--- src/rtl/dm_pkg.sv ---
// Shared DataMover definitions: command/status field layout, the read-back
// FSM state type and a command-word builder that the S2MM side can reuse.
package dm_pkg;

    localparam int unsigned CMD_W    = 72;
    localparam int unsigned BTT_LSB  = 0;
    localparam int unsigned BTT_W    = 23;
    localparam int unsigned TYPE_BIT = 23;
    localparam int unsigned DSA_LSB  = 24;
    localparam int unsigned DSA_W    = 6;
    localparam int unsigned EOF_BIT  = 30;
    localparam int unsigned DRR_BIT  = 31;
    localparam int unsigned ADDR_LSB = 32;
    localparam int unsigned ADDR_W   = 32;
    localparam int unsigned TAG_LSB  = 64;
    localparam int unsigned TAG_W    = 4;

    localparam int unsigned STS_OKAY    = 7;
    localparam int unsigned STS_SLVERR  = 6;
    localparam int unsigned STS_DECERR  = 5;
    localparam int unsigned STS_INTERR  = 4;
    localparam int unsigned STS_TAG_LSB = 0;

    typedef enum logic [2:0] {
        ST_IDLE,
        ST_CMD,
        ST_XFER,
        ST_STS,
        ST_DONE
    } rb_state_t;

    // INCR transfer, no DSA, no DRE realignment; reserved top nibble is zero.
    function automatic logic [CMD_W-1:0] dm_cmd(
        input logic [ADDR_W-1:0] addr,
        input logic [BTT_W-1:0]  btt,
        input logic [TAG_W-1:0]  tag,
        input logic              eof
    );
        logic [CMD_W-1:0] w;
        w                      = '0;
        w[BTT_LSB +: BTT_W]    = btt;
        w[TYPE_BIT]            = 1'b1;
        w[EOF_BIT]             = eof;
        w[ADDR_LSB +: ADDR_W]  = addr;
        w[TAG_LSB +: TAG_W]    = tag;
        return w;
    endfunction

endpackage

--- src/rtl/mm2s_readback.sv ---
// Issues MM2S read commands over a pre-filled DDR3 block and checks the
// returned incrementing 64-bit count plus every status word.
module mm2s_readback
    import dm_pkg::*;
#(
    parameter logic [31:0] BASE_ADDR = 32'h0000_0000,
    parameter logic [22:0] BTT       = 23'h00_1000,
    parameter int unsigned NUM_CMDS  = 4
) (
    input  logic        clk,
    input  logic        reset_n,
    input  logic        start,
    input  logic [63:0] seed,
    output logic        busy,
    output logic        done,
    output logic        pass,
    output logic [15:0] err_count,
    output logic [31:0] first_err_beat,
    output logic        len_err,
    output logic        sts_err,
    output logic        m_axis_mm2s_cmdsts_aresetn,
    output logic [71:0] S_AXIS_MM2S_CMD_tdata,
    output logic        S_AXIS_MM2S_CMD_tvalid,
    input  logic        S_AXIS_MM2S_CMD_tready,
    input  logic [7:0]  M_AXIS_MM2S_STS_tdata,
    input  logic        M_AXIS_MM2S_STS_tkeep,
    input  logic        M_AXIS_MM2S_STS_tlast,
    input  logic        M_AXIS_MM2S_STS_tvalid,
    output logic        M_AXIS_MM2S_STS_tready,
    input  logic [63:0] M_AXIS_MM2S_tdata,
    input  logic [7:0]  M_AXIS_MM2S_tkeep,
    input  logic        M_AXIS_MM2S_tlast,
    input  logic        M_AXIS_MM2S_tvalid,
    output logic        M_AXIS_MM2S_tready
);

    localparam logic [22:0] LAST_IDX = (BTT >> 3) - 23'd1;
    localparam logic [15:0] LAST_CMD = 16'(NUM_CMDS - 1);

    rb_state_t   state, next_state;
    logic [63:0] expected;
    logic [22:0] beat_cnt;
    logic [31:0] beat_idx;
    logic [15:0] cmd_idx;
    logic [31:0] addr;
    logic        pass_q;
    logic        beat, sts_hs, mism, sts_bad, pass_now;

    // Status framing carries no information for a single-byte status word.
    logic unused_sts;
    assign unused_sts = &{1'b0, M_AXIS_MM2S_STS_tkeep, M_AXIS_MM2S_STS_tlast};

    assign beat     = (state == ST_XFER) && M_AXIS_MM2S_tvalid;
    assign sts_hs   = (state == ST_STS) && M_AXIS_MM2S_STS_tvalid;
    assign mism     = (M_AXIS_MM2S_tdata != expected) || (M_AXIS_MM2S_tkeep != 8'hFF);
    assign sts_bad  = !M_AXIS_MM2S_STS_tdata[STS_OKAY]
                    || M_AXIS_MM2S_STS_tdata[STS_SLVERR]
                    || M_AXIS_MM2S_STS_tdata[STS_DECERR]
                    || M_AXIS_MM2S_STS_tdata[STS_INTERR]
                    || (M_AXIS_MM2S_STS_tdata[STS_TAG_LSB +: TAG_W] != cmd_idx[TAG_W-1:0]);
    assign pass_now = (err_count == '0) && !len_err && !sts_err;

    always_ff @(posedge clk) begin
        m_axis_mm2s_cmdsts_aresetn <= reset_n;
    end

    always_ff @(posedge clk) begin
        if (!reset_n) state <= ST_IDLE;
        else          state <= next_state;
    end

    always_comb begin
        next_state = state;
        unique case (state)
            ST_IDLE: if (start) next_state = ST_CMD;
            ST_CMD:  if (S_AXIS_MM2S_CMD_tready) next_state = ST_XFER;
            ST_XFER: if (beat && M_AXIS_MM2S_tlast) next_state = ST_STS;
            ST_STS:  if (sts_hs) next_state = (cmd_idx == LAST_CMD) ? ST_DONE : ST_CMD;
            ST_DONE: next_state = ST_IDLE;
            default: next_state = ST_IDLE;
        endcase
    end

    always_comb begin
        S_AXIS_MM2S_CMD_tvalid = (state == ST_CMD);
        S_AXIS_MM2S_CMD_tdata  = dm_cmd(addr, BTT, cmd_idx[TAG_W-1:0], 1'b1);
        M_AXIS_MM2S_tready     = (state == ST_XFER);
        M_AXIS_MM2S_STS_tready = (state == ST_STS);
        busy                   = (state == ST_CMD) || (state == ST_XFER) || (state == ST_STS);
        done                   = (state == ST_DONE);
        pass                   = (state == ST_DONE) ? pass_now : pass_q;
    end

    always_ff @(posedge clk) begin
        if (!reset_n) begin
            expected       <= '0;
            beat_cnt       <= '0;
            beat_idx       <= '0;
            cmd_idx        <= '0;
            addr           <= BASE_ADDR;
            err_count      <= '0;
            first_err_beat <= '1;
            len_err        <= 1'b0;
            sts_err        <= 1'b0;
            pass_q         <= 1'b0;
        end else begin
            if (state == ST_IDLE && start) begin
                expected       <= seed;
                beat_cnt       <= '0;
                beat_idx       <= '0;
                cmd_idx        <= '0;
                addr           <= BASE_ADDR;
                err_count      <= '0;
                first_err_beat <= '1;
                len_err        <= 1'b0;
                sts_err        <= 1'b0;
                pass_q         <= 1'b0;
            end
            if (beat) begin
                expected <= expected + 64'd1;
                beat_idx <= beat_idx + 32'd1;
                if (mism) begin
                    if (err_count != '1)      err_count      <= err_count + 16'd1;
                    if (first_err_beat == '1) first_err_beat <= beat_idx;
                end
                // A runaway stream is flagged on every overlong beat until tlast.
                if (M_AXIS_MM2S_tlast) begin
                    beat_cnt <= '0;
                    if (beat_cnt != LAST_IDX) len_err <= 1'b1;
                end else begin
                    if (beat_cnt != '1) beat_cnt <= beat_cnt + 23'd1;
                    if (beat_cnt >= LAST_IDX) len_err <= 1'b1;
                end
            end
            if (sts_hs) begin
                if (sts_bad) sts_err <= 1'b1;
                if (cmd_idx != LAST_CMD) begin
                    cmd_idx <= cmd_idx + 16'd1;
                    addr    <= addr + {9'd0, BTT};
                end
            end
            if (state == ST_DONE) pass_q <= pass_now;
        end
    end

endmodule

--- config.mk ---
export PLATFORM = sky130hd
export DESIGN_NAME = mm2s_readback
export DESIGN_NICKNAME = d
export VERILOG_FILES = /design/src/rtl/dm_pkg.sv /design/src/rtl/mm2s_readback.sv
export SDC_FILE = /design/constraint.sdc
export NUM_CORES = 1
export LEC_CHECK = 0
export BUFFER_PORTS_ARGS = -buffer_cell sky130_fd_sc_hd__buf_2
export CELL_PAD_IN_SITES_DETAIL_PLACEMENT = 0
export CELL_PAD_IN_SITES_GLOBAL_PLACEMENT = 1
export CORE_UTILIZATION = 41
export CTS_BUF_LIST = sky130_fd_sc_hd__clkbuf_4 sky130_fd_sc_hd__clkbuf_8
export DETAILED_ROUTE_END_ITERATION = 12
export PLACE_DENSITY = 0.83
export SLEW_MARGIN = 10
export SYNTH_ARGS = -nofsm -noshare
export SYNTH_HDL_FRONTEND = slang
export SYNTH_SLANG_ARGS = --single-unit
--- constraint.sdc ---
create_clock -name clk -period 3.3 [get_ports clk]
set_input_delay 0.165 -clock clk [delete_from_list [all_inputs] [get_ports clk]]
set_output_delay 0.165 -clock clk [all_outputs]
set_load 0.02 [all_outputs]
# == After elaboration in Yosys (flattened, before gate mapping) ==
# Cells that the tools add are included.
# classes
n_eq_ne,17
n_reduce_logical,21
muxes,39
n_lt_le_gt_ge,1
n_addsub,6
# ops
cell,count
$mux 32,9
$mux 64,2
$mux 16,7
$mux 23,4
$add 64x1->64 const B,1
$ne 64x64->1,1
$add 16x1->16 const B,2
$add 32x1->32 const B,1
$add 32x13->32 const B,1
$eq 32x32->1 const B,1
$add 23x1->23 const B,1
$ge 23x9->1 const B,1
$ne 23x23->1 const B,1
$ne 23x9->1 const B,1
$eq 16x2->1 const B,1
$logic_not 16->1,1
$ne 16x16->1 const B,1
$ne 16x2->1 const B,1
$mux 3,5
$pmux 3 s4,1
$mux 1,11
$ne 8x8->1 const B,1
$logic_or 1x1->1,7
$eq 3x2->1 const B,2
10 further kinds,20
# word_totals
elab_cells,96
reg_bits,222
in_bits,153
out_inout_bits,129

# == Depth between registers and ports, before layout ==
# Gate-level depths: netlist (run 1).
# depth
depth_word,7
mapped_depth,11
ltp_nobuf,9

# == Worst setup path before layout (run 1) ==
# OpenSTA, ideal clock, no wires.
# synth_path
kind,register to register
startpoint,register err_count[0]
endpoint,register err_count[2]
slack_ns,0.870
path_stages_with_launch,11
n_path_buf,1
arrival_ns,2.351
period_less_slack_ns,2.430
required_time_ns,3.221
setup_time_ns,0.079
path_cell_list,dfxtp_1 -> ha_1 -> and3_1 -> and3_4 -> and3_4 -> and2_4 -> and3_4 -> or2_1 -> buf_2 -> or4b_1 -> o211ai_1
# synth_via
elab_chain_len,4
word_cells_on_any_way,5
classes_between,1 x add/sub; 1 x eq/ne; 3 x mux
# synth_rtl
item,line,rtl
start: declaration,mm2s_readback.sv:17,"output logic [15:0] err_count,"
start signal: assignment,mm2s_readback.sv:123,if (err_count != '1) err_count <= err_count + 16'd1;
$add 16x1->16 or $ne 16x16->1 (tied branches),mm2s_readback.sv:123,
$mux 16 (*),mm2s_readback.sv:123,
$mux 16 (*),mm2s_readback.sv:122,if (mism) begin
$mux 16 (*),mm2s_readback.sv:119,if (beat) begin
# Mark *: on every way between the ends. The rest lies on a longest branch, timed or not.
# A chain may end at the register's enable or synchronous reset.

# == Worst setup path after layout (run 1) ==
# layout_path
startpoint,register expected[0]
endpoint,register expected[48]
# layout_via
elab_chain_len,2
# layout_rtl
item,line,rtl
start: declaration,mm2s_readback.sv:41,logic [63:0] expected;
start signal: assignment,mm2s_readback.sv:120,expected <= expected + 64'd1;
$add 64x1->64,mm2s_readback.sv:120,
$mux 64,mm2s_readback.sv:119,
# Every way passes these cells.

==> impl_metrics.ini, run 1 <==
[final_layout]
mostFrequentLayoutCell = buf_2
areaGrowthSynthToFinish_pct = 24.31
fill_cells = 2732
ff_latch_area_sq_um = 4444
final_area_sq_um = 14570
final_cells = 2145
layout_common_cells = buf_2 (243), dfxtp_1 (222), nor2_1 (138)
drive_above_1_share_pct = 20.78
final_core_util_pct = 52.15
multi_input_area_sq_um = 6709
final_nets = 1901

[clock_network]
postCtsSetupRepairBufs = 0
cts-root-buf = clkbuf_8
tritoncts = yes
cts_resized = 0
cts_sinks = 222
clk_latency_ns = 0.56
cts_hold_buf = 67
htree_levels = 2
clock_path_buffers = 3
clk_pin_slew_worst_paths_ns = 0.06
cts_buffers = 40

[drt]
drt_iter0_drc = 792
vias_per_cell = 5.489
drt_drc_violations_left = 0
ant_nets = 0
num_vias = 11770
routed_wl_microns = 35650
firstDrtPassIters = 6
wire_per_inst_microns = 16.62

[placed_design]
gp_congestion = 0.8847
dpl.hpwl_microns = 24920
dpl.cell_count = 2010
pre_cts_slack_ns = 0.5575
place_area_sq_um = 13070
port_buffers = 243

[global_routing]
grt_pass1_vias = 10710
grt_overflow = 0
grt_start_max_net_pins = 67
grt.total_usage_pct = 23.56
antenna_found_initial = 1
grt_pass1_wl_microns = 55190

[sta]
hold_viol_final = 0
skew_ns = 0.03143
hold-worst-slack_ns = 0.05980
fin_crit_ns = 2.798
tightestPinTransition_ns = 1.074
worst_slack_ns = 0.5018
fmax_mhz = 357.4
drv_slew = 0
min_period_over_period_pct = 84.79
setup_viol = 0
rsz0062_at_grt = false
finalSetupTns_ns = 0
slew_headroom_pct = 28.30

[pwr]
irDropWorstVdd_mv = 0.2219
p_leak_nw = 5.711
p_per_area_nw_per_um2 = 435.4
finalPower_mw = 6.342

[worst_hold_path]
min_path_cells = 3
min_to = beat_cnt[11]
hold_path_class = input port to flip-flop
worstHoldStart = reset_n

[synth]
async_reset_ff_share_pct = 0
synth_area_per_cell_sq_um = 8.027
ys_types = 72
synth_top_area_cell = dfxtp_1
ys_warn_count = 0
ys_seq_area_share_pct = 37.92
yosysTopAreaCellShare_pct = 37.92
ys_ff_latch = 222
synthTopCellsByArea = dfxtp_1 (38%), xnor2_1 (5.5%), a21oi_1 (4.7%), nor2_1 (4.5%), nand3_1 (4.2%)
ys.flop_type = dfxtp_1
syn_inst = 1460
synth_edf_count = 0
syn_area_sq_um = 11720

[die]
die_x_microns = 171.1
die-area_sq_um = 29260
num_io_pins = 282
row_count = 61
core_area_sq_um = 27930
die_h_microns = 171.1
start_util_pct = 41.95

[critical_path]
end_kind = flip-flop
critPathLaunchType = flip-flop
reg2regPathDepth = 9
r2r_end = expected[48]
r2r-start = expected[0]
crit_arrival_ns = 3.21
r2r_slack_ns = 0.50
crit_type = flip-flop to flip-flop
cp.required_ns = 3.71
path_max_fanout = 9

[status]
run_status = complete, no violations

[flow_run]
cap_viol_max_count = 0
Yosys cell counts, types with 29 or more instances:
library cell  instances
o21ai_0              67
buf_4                43
nor3_1               40
nand4_1              61
nand3_1              98
and3_1               54
a21oi_1             110
dfxtp_1             222
xor2_1               29
nor2_1              139
xnor2_1              73
clkbuf_1             59
nand2_1             123
o22a_1               32
routing by layer:
| metal | share of wire (%) | GRT usage [%] | routed length [microns] |
|---|---|---|---|
| met1 | 44 | 31.81 | 15850 |
| met2 | 46 | 36.82 | 16500 |
| met3 | 6.1 | 4.210 | 2162 |
| met4 | 3.2 | 9.860 | 1137 |
| met5 | 0 | 0 | 0 |
sequential cells by signal, indices dropped and copies added (netlist names):
name	count
addr	32
beat_cnt	23
beat_idx	32
cmd_idx	16
err_count	16
expected	64
first_err_beat	32
len_err	1
m_axis_mm2s_cmdsts_aresetn	1
pass_q	1
state	3
sts_err	1
power breakdown:
| group | internal [mW] | leakage [nW] | switching (mW) | total, mW |
|---|---|---|---|---|
| sequential | 2.76 | 1.80 | 0.117 | 2.88 |
| combinational | 0.333 | 3.47 | 0.466 | 0.799 |
| clock | 1.51 | 0.439 | 1.16 | 2.67 |
logic make-up (layout without fill, tap and decap cells):
group / Yosys count / after routing / share of synthesized area (%)
AOI/OAI and AO/OA: 324 / 324 / 17.62
xor gates and xnor gates: 102 / 102 / 7.623
adders and majority gates: 7 / 7 / 0.7474
buffers and inverters: 141 / 413 / 6.129
DFF: 222 / 222 / 37.92
muxes: 9 / 9 / 0.8434
other: 2 / 37 / 0.06409
and+or+nand+nor: 653 / 653 / 29.05
worst max-delay path, cell delays in order, from the launching register on:
cell,delay [ns]
dfxtp_1,0.47
ha_1,0.26
nand2_1,0.12
nor4_2,0.37
and4_1,0.46
and2_1,0.27
and4_1,0.27
o21ai_0,0.09
a222oi_1,0.30
nor2_1,0.07
final cells by class:
| cell class | instances | area share [%] |
|---|---|---|
| Inverter | 15 | 0.3951 |
| Tap cell | 378 | 3.247 |
| Clock buffer | 63 | 5.394 |
| Sequential cell | 222 | 30.51 |
| Antenna cell | 1 | 0.01718 |
| Multi-Input combinational cell | 1131 | 46.05 |
| Timing Repair Buffer | 331 | 14.12 |
| Clock inverter | 4 | 0.2663 |
worst max-delay path by stage:
stage	startpoint	end	cells after the start
after floorplan	err_count[0]	err_count[2]	10
after global placement	expected[0]	expected[54]	9
after detailed placement	expected[0]	expected[54]	9
after CTS	expected[0]	expected[54]	9
after global routing	beat_cnt[0]	beat_cnt[3]	8
final	expected[0]	expected[48]	9
Note: power is estimated with default switching activity, not from simulation.
==> run 2: changes to the inputs <==
--- a/config.mk
+++ b/config.mk
@@ -5,10 +5,11 @@
 export SDC_FILE = /design/constraint.sdc
 export NUM_CORES = 1
 export LEC_CHECK = 0
+export ABC_AREA = 1
 export BUFFER_PORTS_ARGS = -buffer_cell sky130_fd_sc_hd__buf_2
 export CELL_PAD_IN_SITES_DETAIL_PLACEMENT = 0
 export CELL_PAD_IN_SITES_GLOBAL_PLACEMENT = 1
-export CORE_UTILIZATION = 41
+export CORE_UTILIZATION = 40
 export CTS_BUF_LIST = sky130_fd_sc_hd__clkbuf_4 sky130_fd_sc_hd__clkbuf_8
 export DETAILED_ROUTE_END_ITERATION = 12
 export PLACE_DENSITY = 0.83
==> constraint.sdc (replaced) <==
create_clock -name clk -period 2.8 [get_ports clk]
set_input_delay 0.14 -clock clk [delete_from_list [all_inputs] [get_ports clk]]
set_output_delay 0.14 -clock clk [all_outputs]
set_load 0.02 [all_outputs]
==> run 2 against run 1 <==
  * Combinational power rose to 5.4 times the previous value
  * Wire length up 36%
  * Clock skew down 0.0096 ns
  * Worst setup slack worse by 0.33 ns
  * Sequential power up 39%
  * Cell area up 20%
  * Power up 84%
  * Clock-buffer cell count up 2
  * Cell count up 43%
  * Critical endpoint is now expected[12]
  * Largest power group is now combinational cells
  * Highest routed layer unchanged
==> impl_metrics.ini, run 2 <==
[sta]
setup_viol = 0
finalSetupTns_ns = 0
skew_ns = 0.02185
fin_crit_ns = 2.631
fmax_mhz = 380.1
worst_slack_ns = 0.1690
slew_headroom_pct = 39.53
tightestPinTransition_ns = 0.9060
hold_viol_final = 0
min_period_over_period_pct = 93.96
hold-worst-slack_ns = 0.04716
drv_slew = 0
rsz0062_at_grt = false

[global_routing]
grt_pass1_wl_microns = 76020
grt.total_usage_pct = 25.87
grt_overflow = 0
antenna_found_initial = 0
grt_pass1_vias = 14550
grt_start_max_net_pins = 73

[clock_network]
htree_levels = 2
cts_resized = 0
tritoncts = yes
cts_buffers = 42
cts-root-buf = clkbuf_8
cts_sinks = 222
clk_latency_ns = 0.56
clock_path_buffers = 3
clk_pin_slew_worst_paths_ns = 0.06

[final_layout]
areaGrowthSynthToFinish_pct = 21.04
fill_cells = 3733
multi_input_area_sq_um = 8409
final_cells = 3066
final_nets = 2737
ff_latch_area_sq_um = 4444
layout_common_cells = nand2_1 (576), nor2_1 (272), inv_1 (251)
drive_above_1_share_pct = 16.71
largest_reg_flops = 64
mostFrequentLayoutCell = nand2_1
largest_register = expected

[synth]
async_reset_ff_share_pct = 0
ys_seq_area_share_pct = 30.76
synth_top_area_cell = dfxtp_1
ys_types = 61
synthTopCellsByArea = dfxtp_1 (31%), nand2_1 (15%), nor2_1 (7.1%), inv_1 (6.5%), nand3_1 (6.0%)
synth-compound-area-share_pct = 11.88
synth_edf_count = 0
ys_ff_latch = 222
synthAdderAreaFrac_pct = 0.6063
synth_commonest_cells = nand2_1 (576), nor2_1 (273), inv_1 (251)
synth.mux.area_fraction_pct = 0
yosysTopAreaCellShare_pct = 30.76
synthSimpleGateAreaFrac_pct = 40.62
syn_inst = 2289
ys.flop_type = dfxtp_1
synth_area_per_cell_sq_um = 6.311
synth-xor-area-share_pct = 4.062
ys_warn_count = 0
synth_top_family_by_area = simple AND/OR/NAND/NOR gates
syn_area_sq_um = 14450
yosysMostFrequentCell = nand2_1

[critical_path]
cp.required_ns = 3.26
crit_type = flip-flop to flip-flop
critPathLaunchType = flip-flop
path_max_fanout = 22
path_cells = inv_1, nand3_4, clkinv_2, buf_4, nand2_1, o221ai_1, nand2_1, dlygate4sd3_1, inv_1
crit_buf_inv = 5
critPathSlowestCell = dlygate4sd3_1
end_kind = flip-flop
slowest_delay_ns = 0.54
crit_arrival_ns = 3.09
cp_top_family = buffers and inverters

[placed_design]
pre_cts_slack_ns = 0.3221
dpl.hpwl_microns = 35840
port_buffers = 243
dpl.cell_count = 2926
gp_congestion = 0.9346

[die]
die_h_microns = 192.0
die-area_sq_um = 36880
die_x_microns = 192.0
core_area_sq_um = 35570
row_count = 69
start_util_pct = 40.61
num_io_pins = 282

[drt]
firstDrtPassIters = 6
num_vias = 15860
vias_per_cell = 5.172
drt_drc_violations_left = 0
wire_per_inst_microns = 15.78
routed_wl_microns = 48390
ant_nets = 0
drt_iter0_drc = 1134

[pwr]
p_per_area_nw_per_um2 = 667.3
p_leak_nw = 7.159
irDropWorstVdd_mv = 1.518
finalPower_mw = 11.67

[worst_hold_path]
hold_path_class = input port to flip-flop

[flow_run]
cap_viol_max_count = 0

[status]
run_status = complete, no violations
## run 2: timing repair
item | 4_1_cts | 5_1_grt
hold buffers | 68 | 0
hold endpoints to repair | 73 | 0
setup endpoints to repair | 0 | 0
setup buffers | 0 | 0
## run 2: cells by family after synthesis
| group | after synthesis |
|---|---|
| AOI/OAI and AO/OA | 313 |
| DFF | 222 |
| adders and majority gates | 7 |
| and+or+nand+nor | 1281 |
| buffers and inverters | 397 |
| other | 2 |
| xor gates and xnor gates | 67 |
## run 2: through the flow
stage,cell area [sq um],utilization [%]
after floorplan,14570,-
after CTS,17480,49.15
after global placement,15930,44.77
after detailed placement,15930,44.77
final,17490,49.16
after global routing,17480,49.15
## run 2: layout make-up
class | count | share of cell area, %
diodes | 1 | 0.01431
clock buffers | 65 | 4.687
clock inverters | 6 | 0.3292
inverters | 270 | 5.839
multi-input cells | 1704 | 48.09
flip-flops and latches | 222 | 25.42
well taps | 461 | 3.299
repair buffers | 337 | 12.32
## run 2: final timing paths
kind / start / endpoint / slack, ns / depth (start not counted)
max: state[2] / expected[12] / 0.17 / 9
min: seed[62] / expected[62] / 0.05 / 5
max reg2reg: state[2] / expected[12] / 0.17 / 9
min reg2reg: addr[3] / addr[3] / 0.42 / 2
## run 2: worst register-to-register path, stage by stage, from the launching register on
cell           delay, ns
dfxtp_1             0.51
inv_1               0.14
nand3_4             0.26
clkinv_2            0.40
buf_4               0.35
nand2_1             0.12
o221ai_1            0.11
nand2_1             0.07
dlygate4sd3_1       0.54
inv_1               0.03
## run 2: layer usage
metal,global-route usage [%],wire length (microns),vias up
met3,3.746,3328,69
met5,0,0,-
met2,43.18,22200,558
met4,8.449,1197,0
li1,-,-,7987
met1,34.06,21670,7242
## run 2: where the power goes
part | internal (mW) | leakage [nW] | switching [mW]
Sequential | 3.55 | 1.80 | 0.462
Clock | 1.94 | 0.466 | 1.42
Combinational | 1.29 | 4.89 | 3.01
